--- src/rtl/dp_argmax_classifier.sv ---
// dp_argmax_classifier
//   Consumes one signed dot-product value per class (class 0 first) and
//   reports the index and value of the frame maximum. Ties keep the lowest
//   index. A frame closes on in_last or after CLASS_N values, whichever comes
//   first; a mismatch between the two raises out_err for that frame. The
//   result is held until the consumer accepts it.
// Ports:
//   clk, GlobalReset          clock, asynchronous active-high reset
//   in_valid/in_ready         input handshake
//   in_value, in_last         signed value for the current class, frame end
//   out_valid/out_ready       result handshake
//   out_class, out_max        winning class index and its value
//   out_err                   framing error on the reported frame
module dp_argmax_classifier #(
  parameter int CLASS_N  = 10,
  parameter int VAL_SIZE = 26,
  parameter int IDX_SIZE = 4
) (
  input  logic                clk,
  input  logic                GlobalReset,
  input  logic                in_valid,
  output logic                in_ready,
  input  logic [VAL_SIZE-1:0] in_value,
  input  logic                in_last,
  output logic                out_valid,
  input  logic                out_ready,
  output logic [IDX_SIZE-1:0] out_class,
  output logic [VAL_SIZE-1:0] out_max,
  output logic                out_err
);

  typedef enum logic {
    ACCUM  = 1'b0,
    RESULT = 1'b1
  } state_t;

  localparam logic [IDX_SIZE-1:0] LAST_CNT = IDX_SIZE'(CLASS_N - 1);

  state_t              r_state;
  state_t              w_state_nxt;
  logic                r_rdy_en;
  logic [IDX_SIZE-1:0] r_cnt;
  logic [IDX_SIZE-1:0] r_idx;
  logic [VAL_SIZE-1:0] r_max;
  logic [IDX_SIZE-1:0] r_out_class;
  logic [VAL_SIZE-1:0] r_out_max;
  logic                r_out_err;

  logic                w_accept;
  logic                w_at_end;
  logic                w_close;
  logic                w_ack;
  logic                w_take;
  logic [VAL_SIZE-1:0] w_win_val;
  logic [IDX_SIZE-1:0] w_win_idx;

  // Accept is derived from state directly rather than from in_ready so the
  // next-state logic below has no path back through its own output.
  assign w_accept  = in_valid & r_rdy_en & (r_state == ACCUM);
  assign w_at_end  = (r_cnt == LAST_CNT);
  assign w_close   = w_accept & (in_last | w_at_end);
  assign w_ack     = (r_state == RESULT) & out_ready;

  // First value of a frame always wins; afterwards only a strictly larger one.
  assign w_take    = (r_cnt == '0) | ($signed(in_value) > $signed(r_max));
  assign w_win_val = w_take ? in_value : r_max;
  assign w_win_idx = w_take ? r_cnt : r_idx;

  always_ff @(posedge clk or posedge GlobalReset) begin
    if (GlobalReset) begin
      r_state  <= ACCUM;
      r_rdy_en <= 1'b0;
    end else begin
      r_state  <= w_state_nxt;
      r_rdy_en <= 1'b1;
    end
  end

  always_comb begin
    w_state_nxt = r_state;
    in_ready    = 1'b0;
    out_valid   = 1'b0;
    case (r_state)
      ACCUM: begin
        in_ready = r_rdy_en;
        if (w_close) w_state_nxt = RESULT;
      end
      RESULT: begin
        out_valid = 1'b1;
        if (out_ready) w_state_nxt = ACCUM;
      end
      default: w_state_nxt = ACCUM;
    endcase
  end

  always_ff @(posedge clk or posedge GlobalReset) begin
    if (GlobalReset) begin
      r_cnt       <= '0;
      r_idx       <= '0;
      r_max       <= '0;
      r_out_class <= '0;
      r_out_max   <= '0;
      r_out_err   <= 1'b0;
    end else begin
      if (w_accept) begin
        r_max <= w_win_val;
        r_idx <= w_win_idx;
        r_cnt <= w_close ? '0 : r_cnt + 1'b1;
      end
      if (w_close) begin
        r_out_class <= w_win_idx;
        r_out_max   <= w_win_val;
        r_out_err   <= in_last ^ w_at_end;
      end
      if (w_ack) begin
        r_cnt     <= '0;
        r_out_err <= 1'b0;
      end
    end
  end

  assign out_class = r_out_class;
  assign out_max   = r_out_max;
  assign out_err   = r_out_err;

endmodule

--- config.mk ---
export PLATFORM = sky130hd
export DESIGN_NAME = dp_argmax_classifier
export DESIGN_NICKNAME = d
export VERILOG_FILES = /design/src/rtl/dp_argmax_classifier.sv
export SDC_FILE = /design/constraint.sdc
export NUM_CORES = 1
export LEC_CHECK = 0
export BUFFER_PORTS_ARGS = -buffer_cell sky130_fd_sc_hd__buf_2
export CORE_ASPECT_RATIO = 1.2
export CORE_MARGIN = 2
export CORE_UTILIZATION = 56
export DETAILED_ROUTE_END_ITERATION = 7
export PLACE_DENSITY = 0.88
export SYNTH_ARGS = -nofsm -noshare
export SYNTH_HDL_FRONTEND = slang
export SYNTH_SLANG_ARGS = --single-unit
--- constraint.sdc ---
create_clock -name clk -period 3.9 [get_ports clk]
set_input_delay 0.78 -clock clk [delete_from_list [all_inputs] [get_ports clk]]
set_output_delay 0.78 -clock clk [all_outputs]
set_load 0.1 [all_outputs]
==> qor.yml, run 1 <==
status:
  status: "complete, no violations"
clock_network:
  cts.sinks: 67
  cts_made_buffers: 9
  holdBufCountCts: 0
  clk-insertion-delay-late_ps: 350
  cts_resized: 0
  cts_max_path_buffers: 2
  tritoncts: "built"
  clk_pin_slew_worst_paths_ps: 70
  h-tree-depth: 3
  root_buffer: "clkbuf_8"
  post_cts_buffers: 0
synth:
  synth_top_flop_cell: "dfrtp_1"
  synth_area_leaders: "dfrtp_1, ha_1, a21oi_1"
  syn_inst: 382
  syn-num-nets: 443
  ys_seq_elements: 67
  async_reset_ff_frac: 1.00
  syn_area_per_cell_um2: 9.65
  yosysWarnings: 0
  synth_largest_area_cell: "dfrtp_1"
  synth_edf_count: 0
  synth_seq_area_share: 0.455
  synth_top_area_share: 0.455
  synth_area_mm2: 0.00369
  synth_cell_types: 36
critical_path:
  crit_arrival_ps: 3350
  end_kind: "flop"
  required_ps: 4140
  cp_max_fo: 16
  start_kind: "primary input"
  critical_path_class: "primary input to flop"
power_and_ir_drop:
  ir_drop_v: 0.000393
  total_power_uw: 3030
  p_leak_uw: 0.00207
  power_density_mw_per_mm2: 713
finish:
  fill_cells: 541
  antenna_cells: 0
  area_delta_synth_final_pct: 15.2
  multi_input_area_mm2: 0.00177
  drive_gt1_frac: 0.265
  num-nets-final: 502
  regArea_mm2: 0.00168
route:
  drtPass1Iterations: 4
  final_antenna_net_count: 0
  vias_per_cell: 5.88
  vias: 3121
  drcViolationCount: 0
  first_iter_violations: 166
  wl_per_cell_um: 16.4
  routed_wl_um: 8730
timing:
  hold_viol: 0
  tns_ps: 0
  fmax_mhz: 321
  setup_viol: 0
  drv_slew: 0
  slew_headroom: 0.256
  fin_crit_ps: 3110
  rsz0062_at_grt: "no"
  setup_ws_ps: 787
  worst_pin_slew_ps: 1110
  clock_skew_ps: 5.82
  final.period_utilization: 0.798
floorplanning:
  die_h_um: 92.9
  die_w_um: 78.1
  die_area_mm2: 0.00725
  start_util: 0.576
  io_pins: 64
  coreArea_mm2: 0.00641
  fp-row-count: 32
place:
  detailed_place_hpwl_um: 6030
  port-buffer-count: 63
  gp_congestion: 0.844
  post-place-ws_ps: 424
global_route:
  grt_pass1_wl_um: 14500
  antenna_found_initial: 0
  globalRouteTotalUtil: 0.258
  grt_max_degree: 43
  grt-ovfl-total: 0
  grt_pass1_vias: 3109
job:
  max_cap_viol_count: 0
min_path:
  hp-class: "primary input to async pin"
==> worst paths after layout <==
path	start	to	slack, ps	depth (start not counted)
max	in_value[5]	r_idx[0]	790	10
min	GlobalReset	out_max[8]	470	2
max reg2reg	r_max[5]	r_idx[0]	920	10
min reg2reg	r_idx[2]	r_idx[2]	500	1
max in group asynchronous	GlobalReset	r_idx[2]	2500	3
min in group clk	r_idx[2]	r_idx[2]	500	1
==> layout make-up <==
| cell class | count | area share |
|---|---|---|
| clock inverter | 1 | 0.00118 |
| sequential | 67 | 0.395 |
| clock buffer | 15 | 0.0439 |
| inverter | 34 | 0.0300 |
| tap | 85 | 0.0250 |
| timing repair buffer | 71 | 0.0883 |
| multi-input combinational | 258 | 0.417 |
==> cell usage in the layout, fill, tap and decap left out, types with 2 or more instances in the layout <==
master    netlist  layout
o21ai_0        33      33
nor3_1          3       3
inv_1          34      33
a21oi_1        43      43
a211oi_1        3       3
dfrtp_1        67      67
a31oi_1        29      29
nor2_1         38      37
buf_2           3      63
ha_1           30      30
a2111o_1        2       2
nand4_1         8       8
a21o_1          2       2
mux2_4          9       9
nand2b_1        2       2
nand2_1        14      14
clkbuf_8        0      13
nand3_1         6       6
and2_1          2       2
clkbuf_1       17       2
o21ai_2         1       2
nor2b_1         2       2
buf_4           1       8
mux2_2         19      19
==> power breakdown <==
group / switching [uW] / internal, uW
Combinational: 1110 / 361
Clock: 261 / 300
Sequential: 126 / 876
==> cells by family after synthesis <==
logic type / count (synthesis) / share of synthesized area
simple gates: 80 / 0.0987
mux: 28 / 0.0947
compound gates: 119 / 0.183
fa+ha+maj: 30 / 0.102
buf+inv: 57 / 0.0665
other cells: 1 / 0.00102
flops: 67 / 0.455
==> critical path: stages <==
cell and delay, ps:
buf_2 110, ha_1 330, a21oi_1 170, o21ai_1 80
a2111o_1 400, a2111o_1 440, o21a_1 210, o21ai_2 140
buf_4 310, mux2_2 380
==> through the flow <==
stage,hold slack (ps),std cells,utilization,cell area (um^2)
final,472,531,0.663,4250
after global routing,522,531,0.663,4250
after CTS,481,531,0.663,4250
after detailed placement,484,515,0.633,4060
after global placement,473,515,0.633,4060
after floorplan,456,382,-,3690
==> routing by layer <==
layer | GRT usage | vias up | wire length (um)
met5 | 0 | - | 0
met4 | 0.127 | 0 | 193
met3 | 0.0478 | 19 | 470
met2 | 0.432 | 107 | 4530
met1 | 0.319 | 1527 | 3530
li1 | - | 1468 | -
==> registers in the layout (all words and copies together), names as in the netlist <==
register / count
r_max: 26
out_class: 4
out_max: 26
r_idx: 4
out_err: 1
r_state: 1
r_rdy_en: 1
r_cnt: 4
==> synth_stat cells (3+ instances only) <==
master     n
buf_2      3
mux2_2    19
clkbuf_1  17
ha_1      30
o21ai_0   33
mux2_4     9
nor2_1    38
a21oi_1   43
dfrtp_1   67
a31oi_1   29
inv_1     34
nand3_1    6
a211oi_1   3
nor3_1     3
nand2_1   14
nand4_1    8
(Power assumes the default switching activity.)
==> run 2: changes to the inputs <==
--- a/config.mk
+++ b/config.mk
@@ -5,12 +5,13 @@
 export SDC_FILE = /design/constraint.sdc
 export NUM_CORES = 1
 export LEC_CHECK = 0
+export ABC_AREA = 1
 export BUFFER_PORTS_ARGS = -buffer_cell sky130_fd_sc_hd__buf_2
 export CORE_ASPECT_RATIO = 1.2
 export CORE_MARGIN = 2
-export CORE_UTILIZATION = 56
+export CORE_UTILIZATION = 51
 export DETAILED_ROUTE_END_ITERATION = 7
-export PLACE_DENSITY = 0.88
+export PLACE_DENSITY = 0.84
 export SYNTH_ARGS = -nofsm -noshare
 export SYNTH_HDL_FRONTEND = slang
 export SYNTH_SLANG_ARGS = --single-unit
==> constraint.sdc (replaced) <==
create_clock -name clk -period 2.83 [get_ports clk]
set_input_delay 0.566 -clock clk [delete_from_list [all_inputs] [get_ports clk]]
set_output_delay 0.566 -clock clk [all_outputs]
set_load 0.1 [all_outputs]
==> run 2 against run 1 <==
  * Via count grew 18%
  * Die area grew 16%
  * First-iteration DRC count grew 29%
  * Wire length grew 13%
  * Utilization shrank 6.1 points
  * Synthesized cell count grew 40%
  * Sequential share of layout area shrank 2.7 points
  * Critical path depth grew 4
  * Count of clock-buffer cells in the layout shrank 3
  * Synthesized area grew 6.1%
  * Critical path type is now flop to flop
  * Highest routed layer unchanged
==> qor.yml, run 2 <==
status:
  status: "complete, no violations"
critical_path:
  reg2reg_depth: 14
  cp-startpoint: "r_max[23]"
  critical_path_class: "flop to flop"
  timing.rr.start: "r_max[23]"
  end_kind: "flop"
  start_kind: "flop"
  rrSetupSlack_ps: 220
  crit_arrival_ps: 2850
  cp_max_fo: 28
  required_ps: 3070
  rr_endpoint: "r_max[4]"
  endpoint: "r_max[4]"
route:
  routed_wl_um: 9830
  wl_per_cell_um: 14.2
  drcViolationCount: 0
  drtPass1Iterations: 6
  vias: 3686
  first_iter_violations: 214
  final_antenna_net_count: 0
  vias_per_cell: 5.31
place:
  gp_congestion: 0.867
  place_area_mm2: 0.00434
  post-place-ws_ps: 82.0
  detailed_place_hpwl_um: 6800
  port-buffer-count: 63
synth:
  syn-num-nets: 596
  synth_common_cells: "nand2_1, nand3_1, inv_1, dfrtp_1, ha_1"
  post-synth-top-count-cell: "nand2_1"
  synth_seq_area_share: 0.429
  synth_largest_area_cell: "dfrtp_1"
  synth_top_flop_cell: "dfrtp_1"
  syn_area_per_cell_um2: 7.31
  syn_inst: 535
  synth_edf_count: 0
  synth_top_area_share: 0.429
  synth_cell_types: 24
  synth_area_mm2: 0.00391
  synth_area_leaders: "dfrtp_1, nand2_1, nand3_1"
  yosysWarnings: 0
  async_reset_ff_frac: 1.00
  ys_seq_elements: 67
min_path:
  hp-class: "primary input to async pin"
floorplanning:
  die_h_um: 99.9
  coreArea_mm2: 0.00758
  io_pins: 64
  start_util: 0.516
  fp-row-count: 35
  die_w_um: 84.0
  die_area_mm2: 0.00839
clock_network:
  clk_pin_slew_worst_paths_ps: 70
  tritoncts: "built"
  root_buffer: "clkbuf_8"
  post_cts_buffers: 0
  cts.sinks: 67
  cts_max_path_buffers: 2
  clk-insertion-delay-late_ps: 350
  cts_made_buffers: 9
  cts_resized: 0
  h-tree-depth: 3
  holdBufCountCts: 0
global_route:
  grt_pass1_wl_um: 16500
  grt_max_degree: 38
  globalRouteTotalUtil: 0.245
  antenna_found_initial: 0
  grt_pass1_vias: 3872
  grt-ovfl-total: 0
timing:
  tns_ps: 0
  rsz0062_at_grt: "no"
  fin_crit_ps: 2610
  drv_slew: 0
  hold_viol: 0
  final.period_utilization: 0.921
  setup_ws_ps: 222
  clock_skew_ps: 7.34
  slew_headroom: 0.547
  fmax_mhz: 384
  setup_viol: 0
  whs_ps: 313
  worst_pin_slew_ps: 678
job:
  max_cap_viol_count: 0
finish:
  num-nets-final: 660
  area_delta_synth_final_pct: 16.5
  antenna_cells: 0
  fin_area_mm2: 0.00456
  final_cell_mix: "nand2_1, nand3_1, inv_1"
  drive_gt1_frac: 0.156
  final_common_cell: "nand2_1"
  fill_cells: 678
-- run 2: cells by family after synthesis --
family	Yosys count	synth area share
AOI/OAI and AO/OA	15	0.0217
xor gates and xnor gates	1	0.00224
adders and majority gates	30	0.0959
buffers and inverters	102	0.103
DFF	67	0.429
other	1	0.000958
and+or+nand+nor	319	0.347
-- run 2: layout make-up --
cell class | count | area (um^2) | share of cell area
Tap cell | 92 | 115 | 0.0252
Timing Repair Buffer | 73 | 403 | 0.0884
Multi-Input combinational cell | 366 | 1840 | 0.404
Clock inverter | 2 | 60.1 | 0.0132
Clock buffer | 12 | 155 | 0.0340
Inverter | 82 | 308 | 0.0675
Sequential cell | 67 | 1680 | 0.368
-- run 2: worst max-delay path, cell delays in order (launching register included) --
cell and delay [ps]:
dfrtp_1 380, inv_1 80, ha_1 250, a21oi_1 280
nor2_1 70, nor2_1 120, nand2_1 90, inv_1 60
nand3_1 110, nand2_1 110, nand3_2 240, nand2_4 380
nand2_1 160, nand3_1 110, nand2_1 60
-- run 2: worst min-delay path by stage --
stage / startpoint / depth (start not counted) / endpoint
floorplan: r_idx[0] / 2 / r_idx[0]
global placement: out_max[8] / 2 / out_max[8]
detailed placement: out_max[13] / 2 / out_max[13]
CTS: GlobalReset / 2 / out_max[8]
global route: GlobalReset / 2 / out_max[8]
finish: GlobalReset / 2 / out_max[8]
-- run 2: per-layer routing --
metal / GRT usage / vias to the layer above / share of wire
li1: - / 1794 / -
met4: 0.127 / 0 / 0.024
met1: 0.274 / 1747 / 0.40
met2: 0.447 / 120 / 0.52
met3: 0.0428 / 25 / 0.057
met5: 0 / - / 0
-- run 2: metrics by stage --
step | std cells | utilization
final | 694 | 0.602
after global routing | 694 | 0.602
after CTS | 694 | 0.602
after detailed placement | 680 | 0.573
after global placement | 680 | 0.573
after floorplan | 535 | -
Power of run 2 is left out: the tool's default activity adds up to more than one toggle a clock period on the data nets, which glitch-free logic cannot reach.
==> run 3: changes to the inputs <==
--- a/config.mk
+++ b/config.mk
@@ -9,9 +9,9 @@
 export BUFFER_PORTS_ARGS = -buffer_cell sky130_fd_sc_hd__buf_2
 export CORE_ASPECT_RATIO = 1.2
 export CORE_MARGIN = 2
-export CORE_UTILIZATION = 51
+export CORE_UTILIZATION = 24
 export DETAILED_ROUTE_END_ITERATION = 7
-export PLACE_DENSITY = 0.84
+export PLACE_DENSITY = 0.5
 export SYNTH_ARGS = -nofsm -noshare
 export SYNTH_HDL_FRONTEND = slang
 export SYNTH_SLANG_ARGS = --single-unit
==> run 3 against run 2 <==
  * Non-clock buffer count unchanged
  * Register-to-register slack improved by 260 ps
  * First-iteration DRC count decreased by 19%
  * Cell area increased by 5.2%
  * Fmax increased by 11%
  * Global-route usage decreased by 11 points
  * Critical path depth decreased by 2
  * Die area increased by 110%
  * Count of clock-buffer cells in the layout decreased by 2
  * Sequential share of layout area decreased by 1.8 points
  * Critical path type unchanged
  * Largest cell class unchanged
==> qor.yml, run 3 (synthesis gave the netlist of run 2 again) <==
timing:
  clock_skew_ps: 5.36
  setup_viol: 0
  fmax_mhz: 425
  whs_ps: 301
  worst_pin_slew_ps: 620
  final.period_utilization: 0.831
  fin_crit_ps: 2350
  tns_ps: 0
  hold_viol: 0
  rsz0062_at_grt: "no"
  drv_slew: 0
  slew_headroom: 0.586
  setup_ws_ps: 478
finish:
  num-nets-final: 660
  antenna_cells: 0
  regArea_mm2: 0.00168
  final_cell_mix: "nand2_1, nand3_1, inv_1"
  fill_cells: 1767
  final_common_cell: "nand2_1"
  multi_input_area_mm2: 0.00184
  area_delta_synth_final_pct: 22.6
  drive_gt1_frac: 0.161
  fin_area_mm2: 0.00480
place:
  place_area_mm2: 0.00449
  port-buffer-count: 63
  detailed_place_hpwl_um: 7710
  post-place-ws_ps: 178
  gp_congestion: 0.782
route:
  first_iter_violations: 173
  wl_per_cell_um: 13.4
  routed_wl_um: 10900
  vias_per_cell: 4.32
  drcViolationCount: 0
  vias: 3522
  final_antenna_net_count: 0
  drtPass1Iterations: 5
min_path:
  hp-class: "primary input to async pin"
global_route:
  antenna_found_initial: 0
  grt_pass1_vias: 3606
  grt_pass1_wl_um: 18100
  grt_max_degree: 43
  grt-ovfl-total: 0
  globalRouteTotalUtil: 0.134
critical_path:
  cp_top_family: "simple AND/OR/NAND/NOR gates"
  slowest_stage: "dfrtp_1"
  crit_arrival_ps: 2580
  cp_max_fo: 19
  required_ps: 3060
  critPathMaxStageDelay_ps: 350
  critical_path_class: "flop to flop"
  path_cells: "inv_1 > ha_1 > nand2_1 > nor2_2 > nand3_2 > nor3b_2 > nand4_1 > nand3_2 > buf_4 > nand3_1 > nand3_1 > nand2_1"
  end_kind: "flop"
  crit_buf_inv: 2
  start_kind: "flop"
status:
  status: "complete, no violations"
clock_network:
  h-tree-depth: 3
  holdBufCountCts: 0
  clk-insertion-delay-late_ps: 340
  post_cts_buffers: 0
  clk_pin_slew_worst_paths_ps: 60
  cts_made_buffers: 9
  cts_max_path_buffers: 2
  root_buffer: "clkbuf_16"
  cts_resized: 0
  cts.sinks: 67
  tritoncts: "built"
floorplanning:
  io_pins: 64
  die_h_um: 144
  coreArea_mm2: 0.0161
  die_area_mm2: 0.0173
  fp-row-count: 51
  die_w_um: 121
  start_util: 0.243
job:
  max_cap_viol_count: 0
## run 3: path summary, 6_finish.rpt
check,start,end,slack (ps),cells past startpoint
hold reg to reg,out_max[7],out_max[7],470,2
min in group clk,out_ready,r_state,440,2
hold / removal,GlobalReset,out_max[7],300,2
setup reg to reg,r_max[25],out_max[16],480,12
setup / recovery,r_max[25],out_max[16],480,12
max in group asynchronous,GlobalReset,r_max[19],1870,3
## run 3: worst reg2reg max path: stages, from the launching register on
cell and delay (ps):
dfrtp_1 350, inv_1 60, ha_1 350, nand2_1 100, nor2_2 150, nand3_2 110, nor3b_2 160, nand4_1 190
nand3_2 180, buf_4 270, nand3_1 150, nand3_1 120, nand2_1 60
## run 3: through the flow
| stage | utilization | std cells |
|---|---|---|
| global placement | 0.279 | 800 |
| CTS | 0.298 | 816 |
| floorplan | - | 535 |
| finish | 0.298 | 816 |
| global route | 0.298 | 816 |
| detailed placement | 0.279 | 800 |
## run 3: area by class of cell
| cell class | count | area share |
|---|---|---|
| multi-input combinational | 366 | 0.384 |
| timing repair buffer | 73 | 0.0840 |
| tap | 212 | 0.0553 |
| clock inverter | 6 | 0.0136 |
| inverter | 82 | 0.0641 |
| clock buffer | 10 | 0.0498 |
| sequential | 67 | 0.349 |
## run 3: per-layer routing
layer,GRT usage,share of wire
met1,0.161,0.45
met2,0.236,0.50
met3,0.0298,0.036
met4,0.0428,0.013
met5,0,0
Power of run 3 is left out for the same reason.
